===== config.mk =====
export PLATFORM = sky130hd
export DESIGN_NAME = seg_display_arbiter
export DESIGN_NICKNAME = d
export VERILOG_FILES = /design/src/rtl/seg_display_arbiter.sv
export SDC_FILE = /design/constraint.sdc
export NUM_CORES = 1
export LEC_CHECK = 0
export CORE_MARGIN = 1
export CORE_UTILIZATION = 43
export CTS_BUF_LIST = sky130_fd_sc_hd__clkbuf_16
export DETAILED_ROUTE_END_ITERATION = 8
export PLACE_DENSITY = 0.84
export RECOVER_POWER = 25
export SYNTH_ARGS = -nofsm -noshare
export SYNTH_HDL_FRONTEND = slang
export SYNTH_SLANG_ARGS = --single-unit

===== constraint.sdc =====
create_clock -name clk -period 2.85 [get_ports clk]
set_input_delay 0.57 -clock clk [delete_from_list [all_inputs] [get_ports clk]]
set_output_delay 0.57 -clock clk [all_outputs]
set_load 0.05 [all_outputs]

===== src/rtl/seg_display_arbiter.sv =====
// Round-robin owner arbitration for the four-digit display driver between two requesters,
// with a minimum hold time per owner and a blanking gap at every owner change.
module seg_display_arbiter #(
  parameter int unsigned HOLD_CYCLES  = 5000000,
  parameter int unsigned BLANK_CYCLES = 1000
) (
  input  logic        clk,
  input  logic        RSTn,
  input  logic [1:0]  req,
  input  logic [15:0] val0,
  input  logic [15:0] val1,
  input  logic [3:0]  dot0,
  input  logic [3:0]  dot1,
  input  logic [3:0]  ena0,
  input  logic [3:0]  ena1,
  input  logic [3:0]  crt0,
  input  logic [3:0]  crt1,
  output logic [1:0]  gnt,
  output logic        busy,
  output logic [3:0]  DIG0,
  output logic [3:0]  DIG1,
  output logic [3:0]  DIG2,
  output logic [3:0]  DIG3,
  output logic [3:0]  DIG_DOT,
  output logic [3:0]  DIG_ENA,
  output logic [3:0]  DIG_CRT
);

  typedef enum logic [1:0] {IDLE, GRANT0, GRANT1, BLANK} state_t;

  localparam logic [31:0] HOLD_MAX  = 32'(HOLD_CYCLES - 1);
  localparam logic [31:0] BLANK_MAX = 32'(BLANK_CYCLES - 1);

  state_t      state, next_state;
  logic [31:0] cnt, cnt_next;
  logic        last, last_next;

  logic        owner;
  logic        own_req, other_req;

  logic [1:0]  gnt_d;
  logic        busy_d;
  logic [15:0] dig_d;
  logic [3:0]  dot_d, ena_d, crt_d;

  assign owner     = (state == GRANT1);
  assign own_req   = owner ? req[1] : req[0];
  assign other_req = owner ? req[0] : req[1];

  always_ff @(posedge clk or negedge RSTn) begin
    if (!RSTn) begin
      state <= IDLE;
      cnt   <= '0;
      last  <= 1'b1;
    end else begin
      state <= next_state;
      cnt   <= cnt_next;
      last  <= last_next;
    end
  end

  // A release that coincides with hold expiry takes the same path as a preemption.
  always_comb begin
    next_state = state;
    cnt_next   = cnt;
    last_next  = last;
    case (state)
      IDLE: begin
        cnt_next = '0;
        case (req)
          2'b01:   next_state = GRANT0;
          2'b10:   next_state = GRANT1;
          2'b11:   next_state = last ? GRANT0 : GRANT1;
          default: next_state = IDLE;
        endcase
      end
      GRANT0, GRANT1: begin
        if (!own_req || (other_req && cnt == HOLD_MAX)) begin
          next_state = BLANK;
          last_next  = owner;
          cnt_next   = '0;
        end else if (cnt != HOLD_MAX) begin
          cnt_next = cnt + 32'd1;
        end
      end
      BLANK: begin
        if (cnt == BLANK_MAX) begin
          next_state = IDLE;
          cnt_next   = '0;
        end else begin
          cnt_next = cnt + 32'd1;
        end
      end
      default: next_state = IDLE;
    endcase
  end

  // Output image for the coming cycle, derived from the state held at this edge.
  always_comb begin
    gnt_d  = 2'b00;
    busy_d = 1'b0;
    dig_d  = '0;
    dot_d  = '0;
    ena_d  = '0;
    crt_d  = '0;
    case (state)
      GRANT0: begin
        gnt_d  = 2'b01;
        busy_d = 1'b1;
        dig_d  = val0;
        dot_d  = dot0;
        ena_d  = ena0;
        crt_d  = crt0;
      end
      GRANT1: begin
        gnt_d  = 2'b10;
        busy_d = 1'b1;
        dig_d  = val1;
        dot_d  = dot1;
        ena_d  = ena1;
        crt_d  = crt1;
      end
      BLANK:   busy_d = 1'b1;
      default: busy_d = 1'b0;
    endcase
  end

  always_ff @(posedge clk or negedge RSTn) begin
    if (!RSTn) begin
      gnt     <= 2'b00;
      busy    <= 1'b0;
      DIG0    <= '0;
      DIG1    <= '0;
      DIG2    <= '0;
      DIG3    <= '0;
      DIG_DOT <= '0;
      DIG_ENA <= '0;
      DIG_CRT <= '0;
    end else begin
      gnt     <= gnt_d;
      busy    <= busy_d;
      DIG0    <= dig_d[3:0];
      DIG1    <= dig_d[7:4];
      DIG2    <= dig_d[11:8];
      DIG3    <= dig_d[15:12];
      DIG_DOT <= dot_d;
      DIG_ENA <= ena_d;
      DIG_CRT <= crt_d;
    end
  end

endmodule


* Word-level counts from Yosys, hierarchy flattened
Cells that the tools add are included.
Storage, ports and cells: register bits after elaboration 66, input bits 60, output and inout bits 31
Cells by class: $add $sub $neg 1, eq/ne operators 12, mux-type cells 17, reductions and logical operators 8
Operator list (number):
- 32-bit 2-to-1 mux | 3
- 32-bit case mux with 3 select lines | 1
- 32-bit by 1-bit adder with 32-bit output, second input constant | 1
- 32-bit by 10-bit equality test with 1-bit output, second input constant | 1
- 32-bit by 23-bit equality test with 1-bit output, second input constant | 1
- 32-bit by 23-bit != test with 1-bit output, second input constant | 1
- 16-bit case mux with 2 select lines | 1
- 4-bit case mux with 2 select lines | 3
- 2-bit case mux with 3 select lines | 2
- 2-bit equality test, second input constant | 4
- 2-bit 2-to-1 mux | 3
- 2-bit by 1-bit equality test with 1-bit output, second input constant | 2
- 2-bit != test, second input constant | 2
- 2-bit case mux with 2 select lines | 1
- 2-bit AND reduction | 2
- 1-bit 2-to-1 mux | 3
- 3-bit != test, second input constant | 1
- 3-bit OR reduction | 1
- 2-bit zero test | 1
- 2-bit OR reduction | 1
- 1-bit logical AND | 1
- 1-bit zero test | 1
- 1-bit logical OR | 1

* Longest topological paths before layout
Gate-level depths: netlist of the first run.
depth after elaboration 6, gate-level depth with buffers 8, gate-level depth less buffers 7

* Worst setup path after synthesis of the first run
OpenSTA, ideal clock, no wires.
path type flip-flop to flip-flop, start register cnt[13], end register cnt[6], setup time 0.126 ns, arrival 2.576 ns, setup slack 0.148 ns, cell stages (with the launch flop) 7, path buffers 1, period minus slack after synthesis 2.702 ns, cells stage by stage dfrtp_1 > or4_1 > or4_4 > o41a_1 > a211oi_4 > buf_6 > a21oi_1
Between the ends: word-level cells in the longest chain between the ends 5
Ends and longest elaborated chain:
- from (decl) | line 35 | logic [31:0] cnt, cnt_next;
- from (signal assigned) | line 57 | cnt <= cnt_next;
- 32-bit by 23-bit equality test with 1-bit output | line 78 | if (!own_req || (other_req && cnt == HOLD_MAX)) begin
- 1-bit logical AND | line 78
- 1-bit logical OR | line 78
- 32-bit 2-to-1 mux | line 78
- 32-bit case mux with 3 select lines | line 67 | case (state)
Parallel ways exist; a longest one is shown, timed or not. A chain may end at the register's enable or synchronous reset.

* Worst setup path after layout of the first run
start register cnt[13], end register cnt[17]
Between the ends: word-level cells in the longest chain between the ends 5
Ends and longest elaborated chain:
- branches (longest 5 deep; another with 32-bit by 1-bit adder with 32-bit output)
Several ways; the timed one is not identified. The select of a mux whose other input is x is not followed.

==> results of run 1 <==
-- cell families (layout without fill, tap and decap cells) --
kind of cell	Yosys count	after routing	synth area share [%]
compound gates	63	63	13.27
xor+xnor	19	19	5.129
fa+ha+maj	6	6	2.314
buf+inv	18	121	2.545
flops	66	66	50.94
mux	4	4	1.273
simple gates	136	136	24.53
-- cells in the final DEF, fill, tap and decap left out, types with 2 or more instances in the layout --
cell	n
dfrtp_1	65
o31ai_1	2
clkbuf_16	9
a31oi_1	3
nor3_1	3
xor2_1	15
nor2_2	5
a211oi_1	3
and2_1	2
clkdlybuf4s50_1	89
nand3_1	12
nor2b_1	30
o21ai_0	12
a21oi_1	11
nor4_1	6
clkinv_1	2
xnor2_1	4
buf_4	8
nor3b_1	2
and3_1	4
bufinv_16	2
nand2_1	17
or4_1	4
and4_1	2
a22oi_1	28
or3_1	10
nand2b_1	2
nor2_1	18
ha_1	6
nand4_1	11
inv_1	8
mux2i_1	3
-- flip-flops by register name (all words and copies together), names as in the netlist, 4 cells and up --
signal / count
DIG_ENA: 4
DIG_DOT: 4
DIG1: 4
DIG0: 4
DIG2: 4
cnt: 32
DIG_CRT: 4
DIG3: 4
-- routing by layer --
layer	vias up	track usage, %	wire length (um)	share of wire [%]
met4	0	10.41	155	1.9
met1	1394	26.46	3319	41
li1	1334	-	-	-
met5	-	0	0	0
met2	75	36.57	4352	53
met3	14	3.918	319	3.9
-- worst min path at each step --
stage	from	to	slack (ps)	depth (start not counted)
6_report	RSTn	cnt[20]$_DFFE_PN0P_	460	1
5_1_grt	last$_DFFE_PN1P_	last$_DFFE_PN1P_	560	2
4_1_cts	RSTn	cnt[20]$_DFFE_PN0P_	230	1
3_5_place_dp	cnt[31]$_DFFE_PN0P_	cnt[31]$_DFFE_PN0P_	530	2
3_3_place_gp	cnt[1]$_DFFE_PN0P_	cnt[1]$_DFFE_PN0P_	520	2
2_1_floorplan	RSTn	DIG0[0]$_DFF_PN0_	270	0
-- through the flow --
stage / setup WS, ps / cells / utilization [%]
after floorplan: 147.7 / 312 / -
after global placement: 231.1 / 499 / 59.03
after detailed placement: 139.4 / 499 / 59.03
after CTS: 120.7 / 514 / 63.14
after global routing: 16.90 / 514 / 62.92
final: 112.6 / 514 / 62.92
-- power by group through the flow --
stage               Combinational (mW)  Clock [mW]  Sequential, mW
floorplan                        0.827           0            1.95
global placement                  2.20           0            1.25
detailed placement                2.25           0            1.26
CTS                               2.25        1.14            1.25
global route                      2.38        1.19            1.26
finish                            2.24        1.12            1.25
-- area by class of cell --
class / instances / area, um^2 / share of cell area [%]
tap: 99 / 123.9 / 2.700
timing repair buffer: 100 / 979.7 / 21.35
clock inverter: 6 / 75.07 / 1.636
sequential: 66 / 1653 / 36.02
multi-input combinational: 228 / 1509 / 32.89
inverter: 6 / 22.52 / 0.4909
clock buffer: 9 / 225.2 / 4.909
==> flow_metrics.py, run 1 <==
metrics = {
    "power_and_ir_drop": {
        "part_of_the_total_power_dissipated_in_combinational_logic_pct": 48.7,
        "clkPwrFrac_pct": 24.3,
        "power_mw": 4.602,
        "power_report.internal_total_mw": 2.719,
        "share_seq_of_total_power_pct": 27.1,
        "switching_power_mw": 1.883,
        "ir_drop_worst_case_vdd_v": 0.0005259,
        "power.share.switching_pct": 40.92,
        "pwr_cell_area_mw_per_mm2": 1003,
        "p_leak_nw": 1.836,
    },
    "timing": {
        "maxClockFrequency_mhz": 365.3,
        "finalSetupViolations": 0,
        "final_sum_of_negative_setup_slack_ps": 0,
        "hold-worst-slack_ps": 464.7,
        "final_hold_viol_count": 0,
        "final.min_clock_period_ps": 2737,
        "tightest_slew_ps": 1180,
        "layout_worst_path_cycle_share_pct": 96.05,
        "timing_max_transition_violations_final": 0,
        "finClkSkew_ps": 5.228,
        "worst_slew_margin_rel_pct": 21.30,
        "grt_setup_unrepaired": "false",
    },
    "floorplanning": {
        "fp.dieH_um": 88.86,
        "initial_utilization_pct": 44.49,
        "core.rowCount": 31,
        "io_count": 91,
        "die-width_um": 88.86,
        "die_area_mm2": 0.007896,
        "core_mm2": 0.007292,
    },
    "run": {
        "drv_cap": 0,
    },
    "synth": {
        "dominantRegCellSynth": "dfrtp_1",
        "postSynthAreaPerCell_um2": 10.40,
        "yosysMostFrequentCell": "dfrtp_1",
        "mappedNetlistNets": 378,
        "number_of_flops_mapped_to_enable_cells_by_yosys": 0,
        "warnings_synthesis": 0,
        "ys_seq_elements": 66,
        "ys_seq_area_share_pct": 50.94,
        "synth.top_cells.by_area": "dfrtp_1 (50%), a22oi_1 (6.5%), nor2b_1 (5.8%), xor2_1 (4.0%), ha_1 (2.3%)",
        "syn-instance-count": 312,
        "synth_cell_types": 44,
        "mappedNetlistArea_mm2": 0.003244,
        "synth_top_area_share_pct": 50.13,
        "synth_async_sr_flop_share_pct": 100.0,
        "synthTopCellsByCount": "dfrtp_1 (65), nor2b_1 (30), a22oi_1 (28)",
        "synth.largest_area_cell": "dfrtp_1",
    },
    "clock_network": {
        "cts_setup_buffers": 0,
        "postCtsHoldBufs": 0,
        "clock_slew_at_reported_path_ffs_ps": 50,
        "insertion_delay_ps": 320,
        "clock_sink_total": 66,
        "cts_tree": "built",
        "cts_repair_resize_count": 0,
        "tritoncts.num_buffers": 9,
        "clk_path_buf_depth": 2,
        "clk_root_buffer_cell": "clkbuf_16",
        "cts_htree_levels": 3,
    },
    "worst_setup_path": {
        "critPathRequiredTime_ps": 3060,
        "reg_to_reg_startpoint": "cnt[13]$_DFFE_PN0P_",
        "reg2reg_slack_ps": 110,
        "timing.critical_path.arrival_ps": 2940,
        "cpMaxStageDelayCell": "or4_1",
        "cp_cell_sequence": "or4_1 > or4_4 > o41a_1 > a211oi_4 > buf_12 > nor2_1",
        "setup.worst_path.start": "cnt[13]$_DFFE_PN0P_",
        "worstSetupPathDepth": 6,
        "r2r_end": "cnt[17]$_DFFE_PN0P_",
        "critical_path_buf_inv_count": 1,
        "critPathCapture": "cnt[17]$_DFFE_PN0P_",
        "worst_setup_path_start_kind": "register",
        "crit_path_max_fanout": 28,
        "ff2ff_path_depth": 6,
        "setup.worst_path.class": "register to register",
        "cpLargestDelayFamily": "simple AND/OR/NAND/NOR gates",
        "cp_slowest_stage_delay_ps": 560,
        "cp-end-kind": "register",
    },
    "detailed_routing": {
        "drtIter0Drc": 147,
        "final_antenna_net_count": 0,
        "via_count": 2817,
        "drt_pre_antenna_iters": 4,
        "route.detailed.wl_per_inst_um": 15.85,
        "viasPerCell": 5.481,
        "wl_um": 8147,
        "drc": 0,
    },
    "worst_hold_path": {
        "min-delay-path-class": "input pin to asynchronous set/reset pin",
    },
    "grt": {
        "antenna_found_initial": 0,
        "tot_gr_track_use_pct": 21.53,
        "first_global_vias": 2704,
        "wire_length_of_the_first_global_routing_pass_um": 12740,
        "grt_start_max_net_pins": 46,
        "grt.overflow.total": 0,
    },
    "layout": {
        "diodes": 0,
        "num-nets-final": 477,
        "post_route_cell_area_mm2": 0.004588,
        "area.growth.synth_to_final_pct": 41.42,
        "num-fill-cells": 583,
        "post_route_cells_drive_above_1_share_pct": 8.675,
    },
    "outcome": {
        "outcome": "completed",
    },
    "place": {
        "gp_congestion": 0.8254,
        "buffer_ports.inserted": 90,
        "placed_wire_length_estimate_um": 5886,
        "dpl_cell_area_mm2": 0.004304,
    },
}
(Power assumes the default switching activity.)
==> inputs of run 2 (changes only) <==
- CORE_ASPECT_RATIO: not set -> 0.5
==> run 2 against run 1 <==
Flip-flop and latch count stayed put. Core utilization is 3.1 points higher. Clock power hardly changed. Clock skew is 1.6 ps lower. Cell area is 0.60% higher. Highest routed layer unchanged. Die area is 0.27% higher. Power is 1.6% higher. Sequential share of layout area is 0.21 points lower. Fmax is 0.37% higher. Critical path type unchanged. Clock-buffer cell count stayed put. Combinational power is 2% higher.
==> flow_metrics.py, run 2 (synthesized netlist as in run 1, its figures left out) <==
metrics = {
    "worst_setup_path": {
        "cp_cell_sequence": "or4_1 > or4_4 > o41a_1 > a211oi_4 > buf_12 > nor2_1",
        "crit_path_max_fanout": 28,
        "critPathRequiredTime_ps": 3070,
        "cpMaxStageDelayCell": "or4_1",
        "timing.critical_path.arrival_ps": 2950,
        "worst_setup_path_start_kind": "register",
        "cp-end-kind": "register",
        "setup.worst_path.class": "register to register",
        "cp_slowest_stage_delay_ps": 580,
    },
    "timing": {
        "final_hold_viol_count": 0,
        "final.min_clock_period_ps": 2727,
        "tightest_slew_ps": 1430,
        "timing_max_transition_violations_final": 0,
        "grt_setup_unrepaired": "false",
        "final_sum_of_negative_setup_slack_ps": 0,
        "layout_worst_path_cycle_share_pct": 95.70,
        "maxClockFrequency_mhz": 366.7,
        "finClkSkew_ps": 3.663,
        "finalSetupViolations": 0,
        "worst_slew_margin_rel_pct": 4.662,
        "hold-worst-slack_ps": 551.0,
    },
    "floorplanning": {
        "core.rowCount": 21,
        "io_count": 91,
        "die_area_mm2": 0.007917,
        "fp.dieH_um": 63.42,
        "initial_utilization_pct": 46.42,
        "core_mm2": 0.006989,
        "die-width_um": 124.8,
    },
    "grt": {
        "antenna_found_initial": 0,
        "grt.overflow.total": 0,
        "tot_gr_track_use_pct": 21.72,
        "first_global_vias": 2700,
        "grt_start_max_net_pins": 32,
        "wire_length_of_the_first_global_routing_pass_um": 13270,
    },
    "clock_network": {
        "cts_setup_buffers": 0,
        "insertion_delay_ps": 330,
        "clk_path_buf_depth": 2,
        "clock_slew_at_reported_path_ffs_ps": 50,
        "cts_htree_levels": 3,
        "postCtsHoldBufs": 0,
        "clk_root_buffer_cell": "clkbuf_16",
        "cts_tree": "built",
        "cts_repair_resize_count": 0,
        "clock_sink_total": 66,
        "tritoncts.num_buffers": 9,
    },
    "layout": {
        "num-nets-final": 479,
        "diodes": 0,
        "postLayoutCoreUtil_pct": 66.04,
        "multiInputGateArea_mm2": 0.001509,
        "area.growth.synth_to_final_pct": 42.27,
        "fin_cells": 510,
        "largest_register_ff_count": 32,
        "max_flop_register": "cnt",
        "post_route_cells_drive_above_1_share_pct": 9.569,
        "layout.cells.most_common": "clkdlybuf4s50_1",
        "final-seq-area_mm2": 0.001653,
        "layout_common_cells": "clkdlybuf4s50_1 (89), dfrtp_1 (65), nor2b_1 (30), a22oi_1 (28), nor2_1 (18)",
        "num-fill-cells": 535,
    },
    "detailed_routing": {
        "drt_pre_antenna_iters": 4,
        "drtIter0Drc": 159,
        "viasPerCell": 5.357,
        "drc": 0,
        "wl_um": 7758,
        "final_antenna_net_count": 0,
        "route.detailed.wl_per_inst_um": 15.21,
        "via_count": 2732,
    },
    "power_and_ir_drop": {
        "ir_drop_worst_case_vdd_v": 0.0006557,
        "pwr_cell_area_mw_per_mm2": 1013,
        "p_leak_nw": 1.846,
        "power_mw": 4.677,
    },
    "place": {
        "placed_wire_length_estimate_um": 5489,
        "buffer_ports.inserted": 90,
        "gp_congestion": 0.7961,
        "dp_cells": 494,
    },
    "run": {
        "drv_cap": 0,
    },
    "worst_hold_path": {
        "min-delay-path-class": "register to register",
    },
    "outcome": {
        "outcome": "completed",
    },
}
==> run 2: cell type report <==
| cell class | count | area share [%] |
|---|---|---|
| multi-input cells | 228 | 32.69 |
| well taps | 92 | 2.494 |
| clock inverters | 7 | 1.843 |
| clock buffers | 9 | 4.879 |
| repair buffers | 102 | 21.79 |
| flip-flops and latches | 66 | 35.81 |
| inverters | 6 | 0.4879 |
==> run 2: metal layers <==
layer / up-vias / GRT usage (%) / part of all wire (%)
met3: 11 / 9.091 / 7.5
met5: - / 0 / 0
met2: 69 / 34.90 / 47
met4: 0 / 8.384 / 1.1
met1: 1322 / 26.23 / 44
li1: 1330 / - / -
==> run 2: final timing paths <==
path	from	to	slack (ps)	cells past startpoint
setup / recovery	cnt[13]$_DFFE_PN0P_	cnt[26]$_DFFE_PN0P_	120	6
hold / removal	cnt[0]$_DFFE_PN0P_	cnt[0]$_DFFE_PN0P_	550	2
setup reg to reg	cnt[13]$_DFFE_PN0P_	cnt[26]$_DFFE_PN0P_	120	6
max in group asynchronous	RSTn	cnt[14]$_DFFE_PN0P_	850	2
hold reg to reg	cnt[0]$_DFFE_PN0P_	cnt[0]$_DFFE_PN0P_	550	2
min in group asynchronous	RSTn	cnt[1]$_DFFE_PN0P_	570	1
==> run 2: where the power goes <==
| part | total, mW | internal [mW] | switching (mW) |
|---|---|---|---|
| Clock | 1.15 | 0.755 | 0.391 |
| Combinational | 2.29 | 0.845 | 1.44 |
| Sequential | 1.24 | 1.16 | 0.0811 |
| Total | 4.68 | 2.76 | 1.91 |
==> run 2: metrics by stage <==
| step | instance area (um^2) | setup WS [ps] |
|---|---|---|
| floorplan | 3244 | 147.7 |
| global route | 4616 | 22.63 |
| finish | 4616 | 122.6 |
| detailed placement | 4310 | 125.6 |
| CTS | 4621 | 110.9 |
| global placement | 4310 | 217.3 |
==> run 2: critical path: cells and delay by family (launching register included) <==
kind,cells,cell delay [ps]
AO/OA/AOI/OAI,2,790
AND/OR/NAND/NOR,3,1190
flip-flops,1,410
buffers and inverters,1,220
